$ cat src/rtl/fb_pkg.sv
// fb_pkg: shared framebuffer definitions for the fill engine and the VGA
// scanout. Both sides import this package so that resolution, address width
// and pixel format stay in one place.
//   FB_H_RES / FB_V_RES : framebuffer geometry (280 x 192)
//   FB_ADDR_W           : RAM address width
//   FB_DATA_W           : pixel width, RGB888 with R in [23:16]
package fb_pkg;

    localparam int FB_H_RES  = 280;
    localparam int FB_V_RES  = 192;
    localparam int FB_ADDR_W = 16;
    localparam int FB_DATA_W = 24;

    typedef struct packed {
        logic [7:0] r;
        logic [7:0] g;
        logic [7:0] b;
    } rgb888_t;

    typedef enum logic [1:0] {
        IDLE,
        SETUP,
        FILL
    } fb_wr_state_t;

endpackage

$ cat src/rtl/fb_writer_if.sv
// fb_writer_if: command handshake plus framebuffer write port of the
// rectangle-fill engine.
//   master : command source / RAM arbiter side (drives cmd_*, wr_allow)
//   slave  : fill engine side (drives cmd_ready, fb_*, busy, cmd_err)
interface fb_writer_if;
    import fb_pkg::*;

    logic                 cmd_valid;
    logic                 cmd_ready;
    logic [8:0]           cmd_x;
    logic [7:0]           cmd_y;
    logic [8:0]           cmd_w;
    logic [7:0]           cmd_h;
    logic [FB_DATA_W-1:0] cmd_color;
    logic                 wr_allow;
    logic [FB_ADDR_W-1:0] fb_adr;
    logic [FB_DATA_W-1:0] fb_d;
    logic                 fb_we;
    logic                 busy;
    logic                 cmd_err;

    modport master (
        output cmd_valid, cmd_x, cmd_y, cmd_w, cmd_h, cmd_color, wr_allow,
        input  cmd_ready, fb_adr, fb_d, fb_we, busy, cmd_err
    );

    modport slave (
        input  cmd_valid, cmd_x, cmd_y, cmd_w, cmd_h, cmd_color, wr_allow,
        output cmd_ready, fb_adr, fb_d, fb_we, busy, cmd_err
    );

endinterface

$ cat src/rtl/fb_addr_calc.sv
// fb_addr_calc: combinational pixel (x, y) to framebuffer address.
// The row multiply by 280 is done as (y<<8)+(y<<4)+(y<<3) in 17 bits and
// then truncated to ADDR_W; the largest address (53759) fits in 16 bits.
// Shared with the scanout side.
//   x   : column (9 bits)
//   y   : row (8 bits)
//   adr : y*280 + x
module fb_addr_calc
    import fb_pkg::*;
#(
    parameter int ADDR_W = FB_ADDR_W
) (
    input  logic [8:0]        x,
    input  logic [7:0]        y,
    output logic [ADDR_W-1:0] adr
);

    logic [16:0] y_ext;
    logic [16:0] y_mul;

    always_comb begin
        y_ext = {9'b0, y};
        y_mul = (y_ext << 8) + (y_ext << 4) + (y_ext << 3);
        adr   = ADDR_W'(y_mul) + ADDR_W'(x);
    end

endmodule

$ cat src/rtl/fb_writer.sv
// fb_writer: rectangle-fill engine for the 280x192 RGB888 framebuffer.
// Accepts one fill command at a time, clips/validates it in a SETUP cycle,
// then writes the rectangle in raster order at one pixel per cycle whenever
// wr_allow indicates the scanout is off the RAM.
//
// Build option: define FB_WRITER_CLIP_EN to clamp rectangles to the visible
// area. Without it, out-of-range rectangles are dropped with a one-cycle
// cmd_err pulse.
//
// Ports:
//   CLOCK_50 : clock
//   reset    : synchronous, active-low reset
//   bus      : fb_writer_if.slave (command handshake, wr_allow, RAM write
//              port fb_adr/fb_d/fb_we, busy, cmd_err); all outputs registered
module fb_writer
    import fb_pkg::*;
#(
    parameter int H_RES  = FB_H_RES,
    parameter int V_RES  = FB_V_RES,
    parameter int ADDR_W = FB_ADDR_W,
    parameter int DATA_W = FB_DATA_W
) (
    input  logic        CLOCK_50,
    input  logic        reset,
    fb_writer_if.slave  bus
);

    // Sums are one bit wider than the operands so they cannot overflow.
    localparam logic [9:0] X_END_MAX = 10'(H_RES);
    localparam logic [8:0] Y_END_MAX = 9'(V_RES);
    localparam logic [8:0] H_RES_9   = 9'(H_RES);
    localparam logic [7:0] V_RES_8   = 8'(V_RES);

    fb_wr_state_t      state;
    logic              ready_r;
    logic              busy_r;
    logic              we_r;
    logic              err_r;
    logic [ADDR_W-1:0] adr_r;
    logic [DATA_W-1:0] d_r;

    logic [8:0]        x_r;
    logic [7:0]        y_r;
    logic [8:0]        w_r;
    logic [7:0]        h_r;
    logic [DATA_W-1:0] color_r;
    logic [8:0]        col;
    logic [7:0]        row;
    logic [ADDR_W-1:0] row_base;
    logic [ADDR_W-1:0] base_calc;

    logic [9:0]        x_end;
    logic [8:0]        y_end;
    logic [8:0]        w_eff;
    logic [7:0]        h_eff;
    logic              drop;
    logic              empty;

    fb_addr_calc #(
        .ADDR_W (ADDR_W)
    ) u_addr_calc (
        .x   (x_r),
        .y   (y_r),
        .adr (base_calc)
    );

    // Geometry check of the latched command, consumed in SETUP.
    always_comb begin
        x_end = {1'b0, x_r} + {1'b0, w_r};
        y_end = {1'b0, y_r} + {1'b0, h_r};
        w_eff = w_r;
        h_eff = h_r;
        drop  = 1'b0;
`ifdef FB_WRITER_CLIP_EN
        // When x >= H_RES the difference wraps, but the command is empty then.
        if (x_end > X_END_MAX) w_eff = H_RES_9 - x_r;
        if (y_end > Y_END_MAX) h_eff = V_RES_8 - y_r;
`else
        drop = (x_end > X_END_MAX) || (y_end > Y_END_MAX);
`endif
        empty = (w_eff == 9'd0) || (h_eff == 8'd0) ||
                (x_r >= H_RES_9) || (y_r >= V_RES_8);
    end

    always_ff @(posedge CLOCK_50) begin
        if (!reset) begin
            state   <= IDLE;
            ready_r <= 1'b0;
            busy_r  <= 1'b0;
            we_r    <= 1'b0;
            err_r   <= 1'b0;
            adr_r   <= '0;
            d_r     <= '0;
        end else begin
            we_r  <= 1'b0;
            err_r <= 1'b0;
            case (state)
                IDLE: begin
                    if (bus.cmd_valid && ready_r) begin
                        x_r     <= bus.cmd_x;
                        y_r     <= bus.cmd_y;
                        w_r     <= bus.cmd_w;
                        h_r     <= bus.cmd_h;
                        color_r <= bus.cmd_color;
                        ready_r <= 1'b0;
                        busy_r  <= 1'b1;
                        state   <= SETUP;
                    end else begin
                        // Ready rises one cycle after the engine lands in IDLE.
                        ready_r <= 1'b1;
                    end
                end
                SETUP: begin
                    if (empty || drop) begin
                        err_r  <= drop && !empty;
                        busy_r <= 1'b0;
                        state  <= IDLE;
                    end else begin
                        w_r      <= w_eff;
                        h_r      <= h_eff;
                        row_base <= base_calc;
                        col      <= 9'd0;
                        row      <= 8'd0;
                        state    <= FILL;
                    end
                end
                FILL: begin
                    if (bus.wr_allow) begin
                        we_r  <= 1'b1;
                        adr_r <= row_base + ADDR_W'(col);
                        d_r   <= color_r;
                        if (col == w_r - 9'd1) begin
                            col      <= 9'd0;
                            row_base <= row_base + ADDR_W'(H_RES);
                            if (row == h_r - 8'd1) begin
                                busy_r <= 1'b0;
                                state  <= IDLE;
                            end else begin
                                row <= row + 8'd1;
                            end
                        end else begin
                            col <= col + 9'd1;
                        end
                    end
                end
                default: begin
                    busy_r <= 1'b0;
                    state  <= IDLE;
                end
            endcase
        end
    end

    assign bus.cmd_ready = ready_r;
    assign bus.busy      = busy_r;
    assign bus.fb_we     = we_r;
    assign bus.fb_adr    = adr_r;
    assign bus.fb_d      = d_r;
    assign bus.cmd_err   = err_r;

endmodule

$ cat src/flat_wrapper.sv
// flat-port wrapper written by rule: the top's interface ports become plain ports
module fb_writer_flat import fb_pkg::*;
#(
    parameter int H_RES  = FB_H_RES,
    parameter int V_RES  = FB_V_RES,
    parameter int ADDR_W = FB_ADDR_W,
    parameter int DATA_W = FB_DATA_W
)
  (CLOCK_50, reset, bus_cmd_valid, bus_cmd_x, bus_cmd_y, bus_cmd_w, bus_cmd_h, bus_cmd_color, bus_wr_allow, bus_cmd_ready, bus_fb_adr, bus_fb_d, bus_fb_we, bus_busy, bus_cmd_err);
  fb_writer_if bus_i ();
  input  logic CLOCK_50;
  input  logic reset;
  input wire logic [$bits(bus_i.cmd_valid)-1:0] bus_cmd_valid;
  input wire logic [$bits(bus_i.cmd_x)-1:0] bus_cmd_x;
  input wire logic [$bits(bus_i.cmd_y)-1:0] bus_cmd_y;
  input wire logic [$bits(bus_i.cmd_w)-1:0] bus_cmd_w;
  input wire logic [$bits(bus_i.cmd_h)-1:0] bus_cmd_h;
  input wire logic [$bits(bus_i.cmd_color)-1:0] bus_cmd_color;
  input wire logic [$bits(bus_i.wr_allow)-1:0] bus_wr_allow;
  output wire logic [$bits(bus_i.cmd_ready)-1:0] bus_cmd_ready;
  output wire logic [$bits(bus_i.fb_adr)-1:0] bus_fb_adr;
  output wire logic [$bits(bus_i.fb_d)-1:0] bus_fb_d;
  output wire logic [$bits(bus_i.fb_we)-1:0] bus_fb_we;
  output wire logic [$bits(bus_i.busy)-1:0] bus_busy;
  output wire logic [$bits(bus_i.cmd_err)-1:0] bus_cmd_err;
  assign bus_i.cmd_valid = bus_cmd_valid;
  assign bus_i.cmd_x = bus_cmd_x;
  assign bus_i.cmd_y = bus_cmd_y;
  assign bus_i.cmd_w = bus_cmd_w;
  assign bus_i.cmd_h = bus_cmd_h;
  assign bus_i.cmd_color = bus_cmd_color;
  assign bus_i.wr_allow = bus_wr_allow;
  assign bus_cmd_ready = bus_i.cmd_ready;
  assign bus_fb_adr = bus_i.fb_adr;
  assign bus_fb_d = bus_i.fb_d;
  assign bus_fb_we = bus_i.fb_we;
  assign bus_busy = bus_i.busy;
  assign bus_cmd_err = bus_i.cmd_err;
  fb_writer #(.H_RES(H_RES), .V_RES(V_RES), .ADDR_W(ADDR_W), .DATA_W(DATA_W)) u_core (.CLOCK_50(CLOCK_50), .reset(reset), .bus(bus_i));
endmodule
$ cat config.mk
export PLATFORM = sky130hd
export DESIGN_NAME = fb_writer_flat
export DESIGN_NICKNAME = d
export VERILOG_FILES = /design/src/rtl/fb_pkg.sv /design/src/rtl/fb_writer_if.sv /design/src/rtl/fb_addr_calc.sv /design/src/rtl/fb_writer.sv /design/src/flat_wrapper.sv
export SDC_FILE = /design/constraint.sdc
export NUM_CORES = 1
export LEC_CHECK = 0
export BUFFER_PORTS_ARGS = -buffer_cell sky130_fd_sc_hd__buf_2
export CAP_MARGIN = 20
export CORE_MARGIN = 2
export CORE_UTILIZATION = 45
export CTS_BUF_LIST = sky130_fd_sc_hd__clkbuf_4
export DETAILED_ROUTE_END_ITERATION = 16
export PLACE_DENSITY = 0.66
export SETUP_SLACK_MARGIN = 0.3
export SYNTH_ARGS = -nofsm -noshare
export SYNTH_HDL_FRONTEND = slang
export SYNTH_SLANG_ARGS = --single-unit
$ cat constraint.sdc
create_clock -name CLOCK_50 -period 7 [get_ports CLOCK_50]
set_input_delay 1.05 -clock CLOCK_50 [delete_from_list [all_inputs] [get_ports CLOCK_50]]
set_output_delay 1.05 -clock CLOCK_50 [all_outputs]
set_load 0.03 [all_outputs]
# After elaboration in Yosys (flattened, before gate mapping)
# Cells that the tools add are included.
dict set report totals {
  ff_bits 137
  out_inout_bits 44
}
dict set report op_classes {
  addsub 11
  n_lt_le_gt_ge 4
  eq_ne 11
  muxes 27
  n_reduce_logical 21
}
# op count
set op_table {}
lappend op_table {{two-way mux 16 bit} 3}
lappend op_table {{adder 16 x 9 -> 16 bit} 2}
lappend op_table {{two-way mux 8 bit} 4}
lappend op_table {{one-hot mux 16 bit (2 select lines)} 1}
lappend op_table {{two-way mux 9 bit} 3}
lappend op_table {{one-hot mux 9 bit (2 select lines)} 1}
lappend op_table {{adder 16 x 11 -> 16 bit} 1}
lappend op_table {{adder 16 x 12 -> 16 bit} 1}
lappend op_table {{adder 16 x 9 -> 16 bit (second input constant)} 1}
lappend op_table {{one-hot mux 8 bit (2 select lines)} 1}
lappend op_table {{adder 9 x 9 -> 10 bit} 1}
lappend op_table {{> comparator 10 x 9 -> 1 bit (second input constant)} 1}
lappend op_table {{two-way mux 2 bit} 5}
lappend op_table {{AND reduction 5 bit} 2}
lappend op_table {{adder 8 x 8 -> 9 bit} 1}
lappend op_table {{adder 9 x 1 -> 9 bit (second input constant)} 1}
lappend op_table {{== test 9 bit} 1}
lappend op_table {{greater-or-equal comparator 9 bit (second input constant)} 1}
lappend op_table {{> comparator 9 x 8 -> 1 bit (second input constant)} 1}
lappend op_table {{logical NOT 9 bit} 1}
lappend op_table {{subtractor 9 x 1 -> 9 bit (second input constant)} 1}
lappend op_table {{adder 8 x 1 -> 8 bit (second input constant)} 1}
lappend op_table {{== test 8 bit} 1}
lappend op_table {{greater-or-equal comparator 8 bit (second input constant)} 1}
lappend op_table {{18 further kinds} 37}

# Longest topological paths before layout
# Gate-level depths: netlist (run 1).
dict set report depth {
  depth_word 7
  mapped_depth 11
}

# Hierarchy
# Synthesis (run 1) repeated with hierarchy kept, for this count alone.
dict set report hier_totals {
  hier_cells 763
  area_unflattened_um2 7803.7
}
# module instances cells_each area_each_um2 seq_area_each_um2
set modules_own_cells {}
lappend modules_own_cells {fb_writer 1 670 7011.7 3653.5}
lappend modules_own_cells {fb_addr_calc 1 93 792.0 0.0}

# Worst setup path after synthesis (run 1)
# Ideal clock, no wire load.
dict set report synth_path {
  kind {input -> register}
  startpoint {input port reset}
  endpoint {register u_core.color_r[0], enable pin}
  setup_time_ns 0.545
  t_arrival_ns 5.543
  required_ns 6.455
  slack_ns 0.912
  path_stages 4
  n_path_buf 2
  cell_sequence {clkbuf_1 -> inv_1 -> clkbuf_1 -> nor3_1}
}
dict set report synth_via {
  elab_chain_len 1
}
# element line
set synth_rtl {}
lappend synth_rtl {{from (decl)} flat_wrapper.sv:12} ;# input logic reset;
lappend synth_rtl {{AND reduction 3 bit (no source line)} -}
lappend synth_rtl {{to (signal assigned)} fb_writer.sv:104} ;# color_r <= bus.cmd_color;
lappend synth_rtl {{to (decl)} fb_writer.sv:46} ;# logic [DATA_W-1:0] color_r;
# No other way between the ends.
# A chain may end at the register's enable or synchronous reset.

# Final worst setup path (run 1)
dict set report layout_path {
  startpoint {register u_core.y_r[0]}
  endpoint {register u_core.row[4], enable pin}
}
dict set report layout_via {
  elab_chain_len 6
}
# element line
set layout_rtl {}
lappend layout_rtl {{from (decl)} fb_writer.sv:43} ;# logic [7:0] y_r;
lappend layout_rtl {{from (signal assigned)} fb_writer.sv:101} ;# y_r <= bus.cmd_y;
lappend layout_rtl {{adder 8 x 8 -> 9 bit} fb_writer.sv:70} ;# y_end = {1'b0, y_r} + {1'b0, h_r};
lappend layout_rtl {{> comparator 9 x 8 -> 1 bit} fb_writer.sv:79} ;# drop = (x_end > X_END_MAX) || (y_end > Y_END_MAX);
lappend layout_rtl {{logical OR 1 bit} fb_writer.sv:79}
lappend layout_rtl {{logical OR 1 bit (*)} fb_writer.sv:114} ;# if (empty || drop) begin
lappend layout_rtl {{!= test 2 bit (no source line) (*)} -}
lappend layout_rtl {{AND reduction 6 bit (no source line) (*)} -}
lappend layout_rtl {{to (signal assigned)} fb_writer.sv:139} ;# row <= row + 8'd1;
lappend layout_rtl {{to (decl)} fb_writer.sv:48} ;# logic [7:0] row;
# Mark *: on every way between the ends. The rest lies on a longest branch, timed or not.

==> results of run 1 <==
final timing paths:
kind	startpoint	to	slack, ns
hold / removal	u_core.bus.fb_adr[9]	u_core.bus.fb_adr[9]	0.46
hold reg to reg	u_core.bus.fb_adr[9]	u_core.bus.fb_adr[9]	0.46
setup reg to reg	u_core.y_r[0]	u_core.row[4]	3.20
setup / recovery	u_core.y_r[0]	u_core.row[4]	3.20
final cells by class:
cell class              count  area share
multi-input cells         527       0.427
flip-flops and latches    137       0.426
repair buffers            112      0.0674
well taps                 220      0.0321
clock inverters            15      0.0206
clock buffers              17      0.0149
inverters                  28      0.0123
diodes                      1    0.000292
flip-flops by register name (all words and copies together), names as in the netlist:
register	cells
u_core.bus.cmd_ready	1
u_core.row_base	16
u_core.bus.fb_we	1
u_core.bus.fb_d	24
u_core.bus.busy	1
u_core.x_r	9
u_core.bus.cmd_err	1
u_core.w_eff	9
u_core.col	9
u_core.y_r	8
u_core.bus.fb_adr	16
u_core.color_r	24
u_core.h_eff	8
u_core.row	8
u_core.state	2
placed cells by master (no fill, tap or decap), types with 21 or more instances in the layout:
| master | count |
|---|---|
| buf_2 | 105 |
| inv_1 | 28 |
| nor2_1 | 53 |
| nand3_1 | 21 |
| edfxtp_1 | 91 |
| nand2_1 | 89 |
| o21ai_0 | 30 |
| a21oi_1 | 61 |
| xor2_1 | 36 |
| xnor2_1 | 36 |
| ha_1 | 51 |
| dfxtp_1 | 46 |
report_power, final:
part / switching, mW / total [mW] / internal [mW]
combinational: 0.0786 / 0.143 / 0.0642
clock: 0.350 / 0.547 / 0.197
sequential: 0.0114 / 0.888 / 0.876
total: 0.440 / 1.58 / 1.14
kinds of logic (layout without fill, tap and decap cells):
group	count (synthesis)	after routing	share of synthesized area
simple gates	231	231	0.142
fa+ha+maj	63	63	0.117
flops	137	137	0.488
buf+inv	49	172	0.0246
other cells	0	1	0
xor+xnor	72	72	0.0842
mux	1	1	0.00134
compound gates	160	160	0.143
worst reg2reg max path: stages (launching register included):
cell and delay, ns:
edfxtp_1 0.51, ha_1 0.29, fa_1 0.43, a211oi_2 0.23
o21bai_1 0.11, a21oi_1 0.26, or3b_2 0.47, a21oi_1 0.25
o211ai_2 0.18, a221oi_2 0.72
synthesized netlist by cell type (all sizes together) (4+ instances only):
cell type | number | area share
edfxtp | 91 | 0.36
nand2 | 89 | 0.045
a21oi | 61 | 0.041
nor2 | 54 | 0.027
ha | 51 | 0.085
dfxtp | 46 | 0.12
xnor2 | 36 | 0.042
xor2 | 36 | 0.042
o21ai | 30 | 0.020
inv | 28 | 0.014
nand3 | 21 | 0.014
clkbuf | 19 | 0.0095
nor3 | 17 | 0.012
fa | 12 | 0.032
a211oi | 9 | 0.011
and2 | 9 | 0.0075
o211ai | 7 | 0.0077
o21bai | 7 | 0.0070
nor2b | 6 | 0.0050
a21o | 5 | 0.0050
a31oi | 5 | 0.0042
nand3b | 5 | 0.0050
nand4 | 5 | 0.0042
nor4 | 5 | 0.0042
o21a | 5 | 0.0050
and3 | 4 | 0.0033
nand2b | 4 | 0.0033
o2111ai | 4 | 0.0047
or2 | 4 | 0.0033
or3 | 4 | 0.0033
metrics by stage:
| step | area [um2] | setup slack, ns |
|---|---|---|
| after global placement | 8270 | 3.28 |
| final | 8580 | 3.20 |
| after detailed placement | 8270 | 3.19 |
| after CTS | 8570 | 3.18 |
| after floorplan | 7490 | 0.912 |
| after global routing | 8580 | 2.90 |
per-layer routing:
metal / vias up / global-route usage / wire length, um
li1: 2792 / - / -
met1: 2561 / 0.243 / 7510
met2: 103 / 0.313 / 7700
met3: 16 / 0.0421 / 593
met4: 0 / 0.0597 / 209
met5: - / 0 / 0
==> flow_metrics.env, run 1 <==
export IMPL_cts_tree="yes"
export IMPL_layout_drive_gt1_share=0.197
export IMPL_hold_path_cell_count=2
export IMPL_design_die_area_um2=17700
export IMPL_clock_fmax_mhz=263
export IMPL_multiInputGateArea_um2=3660
export IMPL_syn_nets=838
export IMPL_nets=948
export IMPL_peakVddDrop_v=0.000115
export IMPL_place_congestion=0.792
export IMPL_hp_class="reg2reg"
export IMPL_numPortBuffers=105
export IMPL_synth_edf_count=91
export IMPL_io_pins=106
export IMPL_finalNonFillerCells=1057
export IMPL_crit_path_frequent_cell="a21oi_1"
export IMPL_design_core_area_um2=16400
export IMPL_synth_flop_cell="edfxtp_1"
export IMPL_yosysSeqAreaShare=0.488
export IMPL_vias=5472
export IMPL_ant_nets=0
export IMPL_crit_path_start_kind="flip-flop"
export IMPL_syn_avg_cell_area_um2=10.5
export IMPL_synthArstFlopShare=0
export IMPL_post_place_cells=1024
export IMPL_grt_pass1_vias=5272
export IMPL_tightest_slew_ns=1.06
export IMPL_grt_antenna_before_repair=1
export IMPL_clkLatencyLatePin_ns=0.57
export IMPL_grt_pass1_wl_um=26200
export IMPL_clk_pin_slew_ns=0.14
export IMPL_power_mw=1.58
export IMPL_drc=0
export IMPL_clock_sinks=137
export IMPL_clockRootBuffer="clkbuf_4"
export IMPL_hold_slack_ns=0.457
export IMPL_synth_area_um2=7490
export IMPL_status="complete, no violations"
export IMPL_fill_cells=1494
export IMPL_finalCritPeriodShare=0.542
export IMPL_maxCapViolCount=0
export IMPL_critPathMaxStageDelay_ns=0.72
export IMPL_die_h_um=133
export IMPL_dr_pass1_iters=4
export IMPL_clock_skew_ns=0.0228
export IMPL_area_growth_pct=14.5
export IMPL_synthCells=713
export IMPL_min_period_ns=3.80
export IMPL_crit_type="reg2reg"
export IMPL_cp_arrival_ns=4.00
export IMPL_grt_overflow=0
export IMPL_start_util=0.457
export IMPL_setup_viol=0
export IMPL_crit_cells=9
export IMPL_p_per_area_nw_per_um2=184
export IMPL_critPathCaptureType="flip-flop"
export IMPL_hold_buffers=0
export IMPL_routed_via_density=5.18
export IMPL_cts_resized=0
export IMPL_post_cts_buffers=0
export IMPL_seq_area_um2=3650
export IMPL_cp_buffers_inverters=0
export IMPL_crit_family="compound AO/OA/AOI/OAI gates"
export IMPL_synth_seq_cells=137
export IMPL_path_cells="ha_1, fa_1, a211oi_2, o21bai_1, a21oi_1, or3b_2, a21oi_1, o211ai_2, a221oi_2"
export IMPL_max_clock_path_buffers=2
export IMPL_htreeDepth=4
export IMPL_cts_buffers=17
export IMPL_placementRows=47
export IMPL_rsz0062_at_grt="no"
export IMPL_wl_per_cell_um=15.1
export IMPL_grt_start_max_net_pins=47
export IMPL_slew_violations=0
export IMPL_slew_headroom=0.292
export IMPL_crit_required_ns=7.21
export IMPL_finalHoldViolCount=0
export IMPL_netlist_cell_type_count=56
export IMPL_die_w_um=133
export IMPL_routed_wl_um=16000
export IMPL_post_route_util=0.523
export IMPL_crit_slowest_cell="a221oi_2"
export IMPL_hpwl_um=11800
export IMPL_crit_path_max_fanout=8
export IMPL_leakage_nw=3.39
export IMPL_setup_tns_ns=0
export IMPL_drtIter0Drc=294
export IMPL_yosys_warnings=0
export IMPL_ff2ff_path_depth=9
export IMPL_track_usage=0.187
Note: power is estimated with default switching activity, not from simulation.
==> run 2: changes to the inputs <==
ABC_AREA = 1   (was unset)
PLACE_DENSITY = 0.68   (was 0.66)
clock period = 3.05 ns   (was 7 ns; I/O delays follow)
==> flow_metrics.env, run 2 <==
export IMPL_status="complete, no violations"
export IMPL_critPathCaptureType="flip-flop"
export IMPL_p_per_area_nw_per_um2=488
export IMPL_die_h_um=136
export IMPL_hpwl_um=12800
export IMPL_peakVddDrop_v=0.000285
export IMPL_yosys_warnings=0
export IMPL_final_common_cell="nand2_1"
export IMPL_multiInputGateArea_um2=3900
export IMPL_leakage_nw=4.41
export IMPL_crit_required_ns=3.36
export IMPL_synthCells=911
export IMPL_grt_pass1_wl_um=29600
export IMPL_die_w_um=136
export IMPL_min_period_ns=2.92
export IMPL_hold_path_cell_count=1
export IMPL_finalHoldViolCount=0
export IMPL_clockRootBuffer="clkbuf_4"
export IMPL_layout_drive_gt1_share=0.217
export IMPL_combPwrFrac=0.220
export IMPL_synthTopCellsByCount="nand2_1, nor2_1, inv_1"
export IMPL_syn_avg_cell_area_um2=8.61
export IMPL_ff2ff_path_depth=15
export IMPL_grt_overflow=0
export IMPL_design_die_area_um2=18500
export IMPL_reg2reg_from="u_core.y_r[5]"
export IMPL_drc=0
export IMPL_crit_path_start_kind="flip-flop"
export IMPL_grt_start_max_net_pins=59
export IMPL_setup_tns_ns=0
export IMPL_hp_class="in2reg"
export IMPL_tightest_slew_ns=0.388
export IMPL_clkPwrFrac=0.309
export IMPL_design_area_um2=9440
export IMPL_hold_end="u_core.h_eff[6]"
export IMPL_netlist_cell_type_count=41
export IMPL_cp_arrival_ns=3.23
export IMPL_dr_pass1_iters=7
export IMPL_path_cells="fa_1, inv_2, fa_1, inv_2, ha_4, nand2_2, inv_2, a21oi_2, o21ai_2, nand2_1, nand2_1, a21oi_2, or2_4, nand3_2, nand2_1"
export IMPL_start_util=0.457
export IMPL_hold_slack_ns=0.0759
export IMPL_wl_per_cell_um=13.9
export IMPL_critPathMaxStageDelay_ns=0.57
export IMPL_yosysSeqAreaShare=0.466
export IMPL_switchingPower_mw=1.38
export IMPL_p_int_mw=3.23
export IMPL_synthTopCellsByArea="edfxtp_1, dfxtp_1, nand2_1, ha_1, nor2_1"
export IMPL_place_congestion=0.864
export IMPL_design_core_area_um2=17200
export IMPL_pre_cts_slack_ns=0.0438
export IMPL_cts_tree="yes"
export IMPL_regToRegSetupSlack_ns=0.13
export IMPL_synth_area_um2=7840
export IMPL_finalNonFillerCells=1288
export IMPL_clock_sinks=137
export IMPL_seqPwrFrac=0.471
export IMPL_drtIter0Drc=452
export IMPL_clock_skew_ns=0.0125
export IMPL_vias=6408
export IMPL_synth_top_area_cell="edfxtp_1"
export IMPL_switching_share=0.299
export IMPL_yosysMostFrequentCell="nand2_1"
export IMPL_clk_pin_slew_ns=0.13
export IMPL_placementRows=48
export IMPL_netlist_area_leader_share=0.348
export IMPL_crit_type="reg2reg"
export IMPL_grt_antenna_before_repair=1
export IMPL_routed_via_density=4.98
export IMPL_fill_cells=1606
export IMPL_crit_slowest_cell="fa_1"
export IMPL_ant_nets=0
export IMPL_syn_nets=1036
export IMPL_synth_edf_count=91
export IMPL_clock_fmax_mhz=343
export IMPL_placed_area_um2=8770
export IMPL_nets=1175
export IMPL_synth_seq_cells=137
export IMPL_synth_flop_cell="edfxtp_1"
export IMPL_track_usage=0.203
export IMPL_cts_buffers=17
export IMPL_slew_violations=0
export IMPL_slew_headroom=0.741
export IMPL_crit_path_max_fanout=2
export IMPL_routed_wl_um=17900
export IMPL_area_growth_pct=20.3
export IMPL_maxCapViolCount=0
export IMPL_io_pins=106
export IMPL_layout_common_cells="nand2_1, nor2_1, inv_1"
export IMPL_seq_area_um2=3650
export IMPL_timing_rr_end="u_core.row_base[14]"
export IMPL_rsz0062_at_grt="yes"
export IMPL_max_clock_path_buffers=2
export IMPL_min_from="bus_cmd_h[6]"
export IMPL_setup_slack_ns=0.133
export IMPL_htreeDepth=4
export IMPL_setup_viol=0
export IMPL_numPortBuffers=105
export IMPL_grt_pass1_vias=6184
export IMPL_clkLatencyLatePin_ns=0.54
export IMPL_synthArstFlopShare=0
export IMPL_post_place_cells=1238
export IMPL_finalCritPeriodShare=0.956
==> run 2: worst max path at each step <==
stage / from / endpoint / slack (ns) / depth (start not counted)
finish: u_core.y_r[5] / u_core.row_base[14] / 0.13 / 15
CTS: u_core.y_r[0] / u_core.row_base[14] / 0.10 / 15
detailed placement: u_core.y_r[4] / u_core.row_base[14] / 0.04 / 15
global route: u_core.y_r[5] / u_core.row_base[14] / -0.003 / 15
global placement: u_core.y_r[4] / u_core.row_base[14] / 0.08 / 15
floorplan: u_core.y_r[4] / u_core.row_base[14] / 0.15 / 15
==> run 2: cell families after synthesis <==
family / synth area share
AO/OA/AOI/OAI: 0.0922
buffers and inverters: 0.0656
AND/OR/NAND/NOR: 0.223
adder cells (fa/ha/maj): 0.112
XOR/XNOR: 0.0420
flip-flops: 0.466
==> run 2: cell type report <==
class | count | share of cell area
multi-input combinational | 638 | 0.413
sequential | 137 | 0.387
timing repair buffer | 134 | 0.0844
inverter | 121 | 0.0488
tap | 225 | 0.0298
clock inverter | 13 | 0.0213
clock buffer | 18 | 0.0143
timing repair inverter | 1 | 0.000795
antenna | 1 | 0.000265
==> run 2: stage by stage <==
| stage | total power, mW | utilization |
|---|---|---|
| 2_1_floorplan | 2.84 | - |
| 5_1_grt | 4.85 | 0.550 |
| 4_1_cts | 4.58 | 0.539 |
| 3_3_place_gp | 3.08 | 0.510 |
| 6_report | 4.60 | 0.550 |
| 3_5_place_dp | 3.10 | 0.510 |
==> run 2: critical path, delay by kind of cell (launching register included) <==
| family | cells | cell delay (ns) |
|---|---|---|
| adders and majority gates | 3 | 1.33 |
| and+or+nand+nor | 6 | 0.53 |
| DFF | 1 | 0.45 |
| AOI/OAI and AO/OA | 3 | 0.24 |
| buffers and inverters | 3 | 0.14 |
==> run 2: power groups by stage <==
stage	sequential (mW)	combinational [mW]	clock, mW
after floorplan	2.30	0.535	0
after global placement	2.21	0.869	0
after detailed placement	2.21	0.885	0
after CTS	2.17	0.948	1.46
after global routing	2.18	1.13	1.54
final	2.17	1.01	1.42
==> run 2: layer usage <==
metal | share of wire | up-vias | global-route usage
met2 | 0.50 | 120 | 0.343
li1 | - | 3296 | -
met1 | 0.44 | 2960 | 0.259
met3 | 0.035 | 32 | 0.0451
met5 | 0 | - | 0
met4 | 0.023 | 0 | 0.0666
==> run 2: timing repair <==
| action | CTS | global route |
|---|---|---|
| endpoints found under the setup margin | 28 | 42 |
| pin swaps | 14 | 15 |
| hold buffers | 0 | 0 |
| setup buffers | 7 | 9 |
| endpoints found under the hold margin | 0 | 0 |
| resized for setup | 20 | 31 |
| gates cloned | 1 | 1 |
==> run 3: changes to the inputs <==
==> constraint.sdc (replaced) <==
create_clock -name CLOCK_50 -period 3.05 [get_ports CLOCK_50]
set_input_delay 0.305 -clock CLOCK_50 [delete_from_list [all_inputs] [get_ports CLOCK_50]]
set_output_delay 0.305 -clock CLOCK_50 [all_outputs]
set_load 0.03 [all_outputs]
==> flow_metrics.env, run 3 (synthesized netlist as in run 2, its figures left out) <==
export IMPL_peakVddDrop_v=0.000286
export IMPL_design_die_area_um2=18500
export IMPL_setup_viol=0
export IMPL_routed_via_density=4.93
export IMPL_clock_fmax_mhz=342
export IMPL_p_per_area_nw_per_um2=465
export IMPL_critPathCaptureType="flip-flop"
export IMPL_numPortBuffers=105
export IMPL_placementRows=48
export IMPL_drtIter0Drc=462
export IMPL_area_growth_pct=27.6
export IMPL_die_h_um=136
export IMPL_ant_nets=0
export IMPL_routed_wl_um=18400
export IMPL_grt_start_max_net_pins=59
export IMPL_die_w_um=136
export IMPL_slew_violations=0
export IMPL_max_clock_path_buffers=2
export IMPL_clock_sinks=137
export IMPL_rsz0062_at_grt="yes"
export IMPL_hpwl_um=12800
export IMPL_reg2reg_from="u_core.y_r[5]"
export IMPL_hp_class="in2reg"
export IMPL_design_core_area_um2=17200
export IMPL_hold_slack_ns=0.0958
export IMPL_dr_pass1_iters=7
export IMPL_grt_pass1_wl_um=30500
export IMPL_fill_cells=1540
export IMPL_post_place_cells=1238
export IMPL_grt_overflow=0
export IMPL_post_route_util=0.583
export IMPL_layout_common_cells="nand2_1, inv_1, nor2_1"
export IMPL_tightest_slew_ns=0.391
export IMPL_start_util=0.457
export IMPL_crit_required_ns=3.36
export IMPL_placed_area_um2=8770
export IMPL_timing_rr_end="u_core.row_base[14]"
export IMPL_finalNonFillerCells=1344
export IMPL_finalHoldViolCount=0
export IMPL_ff2ff_path_depth=15
export IMPL_setup_tns_ns=0
export IMPL_nets=1231
export IMPL_place_congestion=0.864
export IMPL_final_common_cell="nand2_1"
export IMPL_finalCritPeriodShare=0.959
export IMPL_min_from="reset"
export IMPL_hold_path_cell_count=3
export IMPL_maxCapViolCount=0
export IMPL_vias=6626
export IMPL_crit_type="reg2reg"
export IMPL_clkLatencyLatePin_ns=0.54
export IMPL_grt_pass1_vias=6471
export IMPL_clk_pin_slew_ns=0.12
export IMPL_slew_headroom=0.739
export IMPL_track_usage=0.209
export IMPL_clockRootBuffer="clkbuf_4"
export IMPL_clock_skew_ns=0.0120
export IMPL_cts_buffers=17
export IMPL_crit_path_start_kind="flip-flop"
export IMPL_crit_path_max_fanout=2
export IMPL_htreeDepth=4
export IMPL_multiInputGateArea_um2=3910
export IMPL_leakage_nw=4.65
export IMPL_hold_end="u_core.bus.busy"
export IMPL_seq_area_um2=3650
export IMPL_layout_drive_gt1_share=0.202
export IMPL_startpoint="u_core.y_r[5]"
export IMPL_design_area_um2=10000
export IMPL_io_pins=106
export IMPL_status="complete, no violations"
export IMPL_cp_arrival_ns=3.23
export IMPL_drc=0
export IMPL_grt_antenna_before_repair=1
export IMPL_min_period_ns=2.93
export IMPL_cts_tree="yes"
export IMPL_wl_per_cell_um=13.7
export IMPL_regToRegSetupSlack_ns=0.12
[run 3: changes by cell type in the layout (fill, tap and decap cells not counted), sizes merged]
cell	before	now
buf	134	132
dlygate4sd3	0	58
[run 3: layout make-up]
class | instances | share of cell area
Antenna cell | 1 | 0.000250
Clock buffer | 18 | 0.0135
Clock inverter | 13 | 0.0201
Inverter | 121 | 0.0460
Multi-Input combinational cell | 638 | 0.390
Sequential cell | 137 | 0.365
Tap cell | 225 | 0.0281
Timing Repair Buffer | 190 | 0.136
Timing Repair inverter | 1 | 0.000750
[run 3: metal layers]
metal  GRT usage  wire length, um
met5           0                0
met1       0.264             8090
met2       0.355             9220
met3      0.0459              626
met4      0.0723              452
[run 3: critical path, stage by stage, from the launching register on]
cell and delay [ns]:
edfxtp_1 0.45, fa_1 0.57, inv_2 0.04, fa_1 0.49
inv_2 0.05, ha_4 0.27, nand2_2 0.06, inv_2 0.06
a21oi_4 0.06, o21ai_2 0.12, nand2_1 0.07, nand2_1 0.07
a21oi_2 0.06, or2_4 0.22, nand3_2 0.06, nand2_1 0.05
[run 3: timing repair]
item | in CTS | in global routing
resized for setup | 20 | 30
gates cloned | 1 | 1
setup endpoints to repair | 28 | 42
buffers inserted | 7 | 7
pin swaps | 14 | 15
hold buffers | 58 | 0
hold endpoints to repair | 58 | 0
[run 3: metrics by stage]
step | setup slack (ns) | total power [mW]
2_1_floorplan | 0.154 | 2.84
3_3_place_gp | 0.0833 | 3.08
3_5_place_dp | 0.0438 | 3.10
4_1_cts | 0.105 | 4.63
5_1_grt | -0.0177 | 4.91
6_report | 0.125 | 4.66
[run 3: power breakdown]
part / internal, mW / leakage (nW) / switching (mW) / total, mW
combinational: 0.437 / 3.27 / 0.631 / 1.07
sequential: 2.10 / 1.20 / 0.0642 / 2.17
clock: 0.733 / 0.174 / 0.689 / 1.42
[run 3: worst max-delay path by stage]
| stage | endpoint | depth (start not counted) |
|---|---|---|
| 5_1_grt | u_core.row[7] | 14 |
| 3_5_place_dp | u_core.row_base[14] | 15 |
| 3_3_place_gp | u_core.row_base[14] | 15 |
| 6_report | u_core.row_base[14] | 15 |
| 4_1_cts | u_core.row_base[14] | 15 |
| 2_1_floorplan | u_core.row_base[14] | 15 |
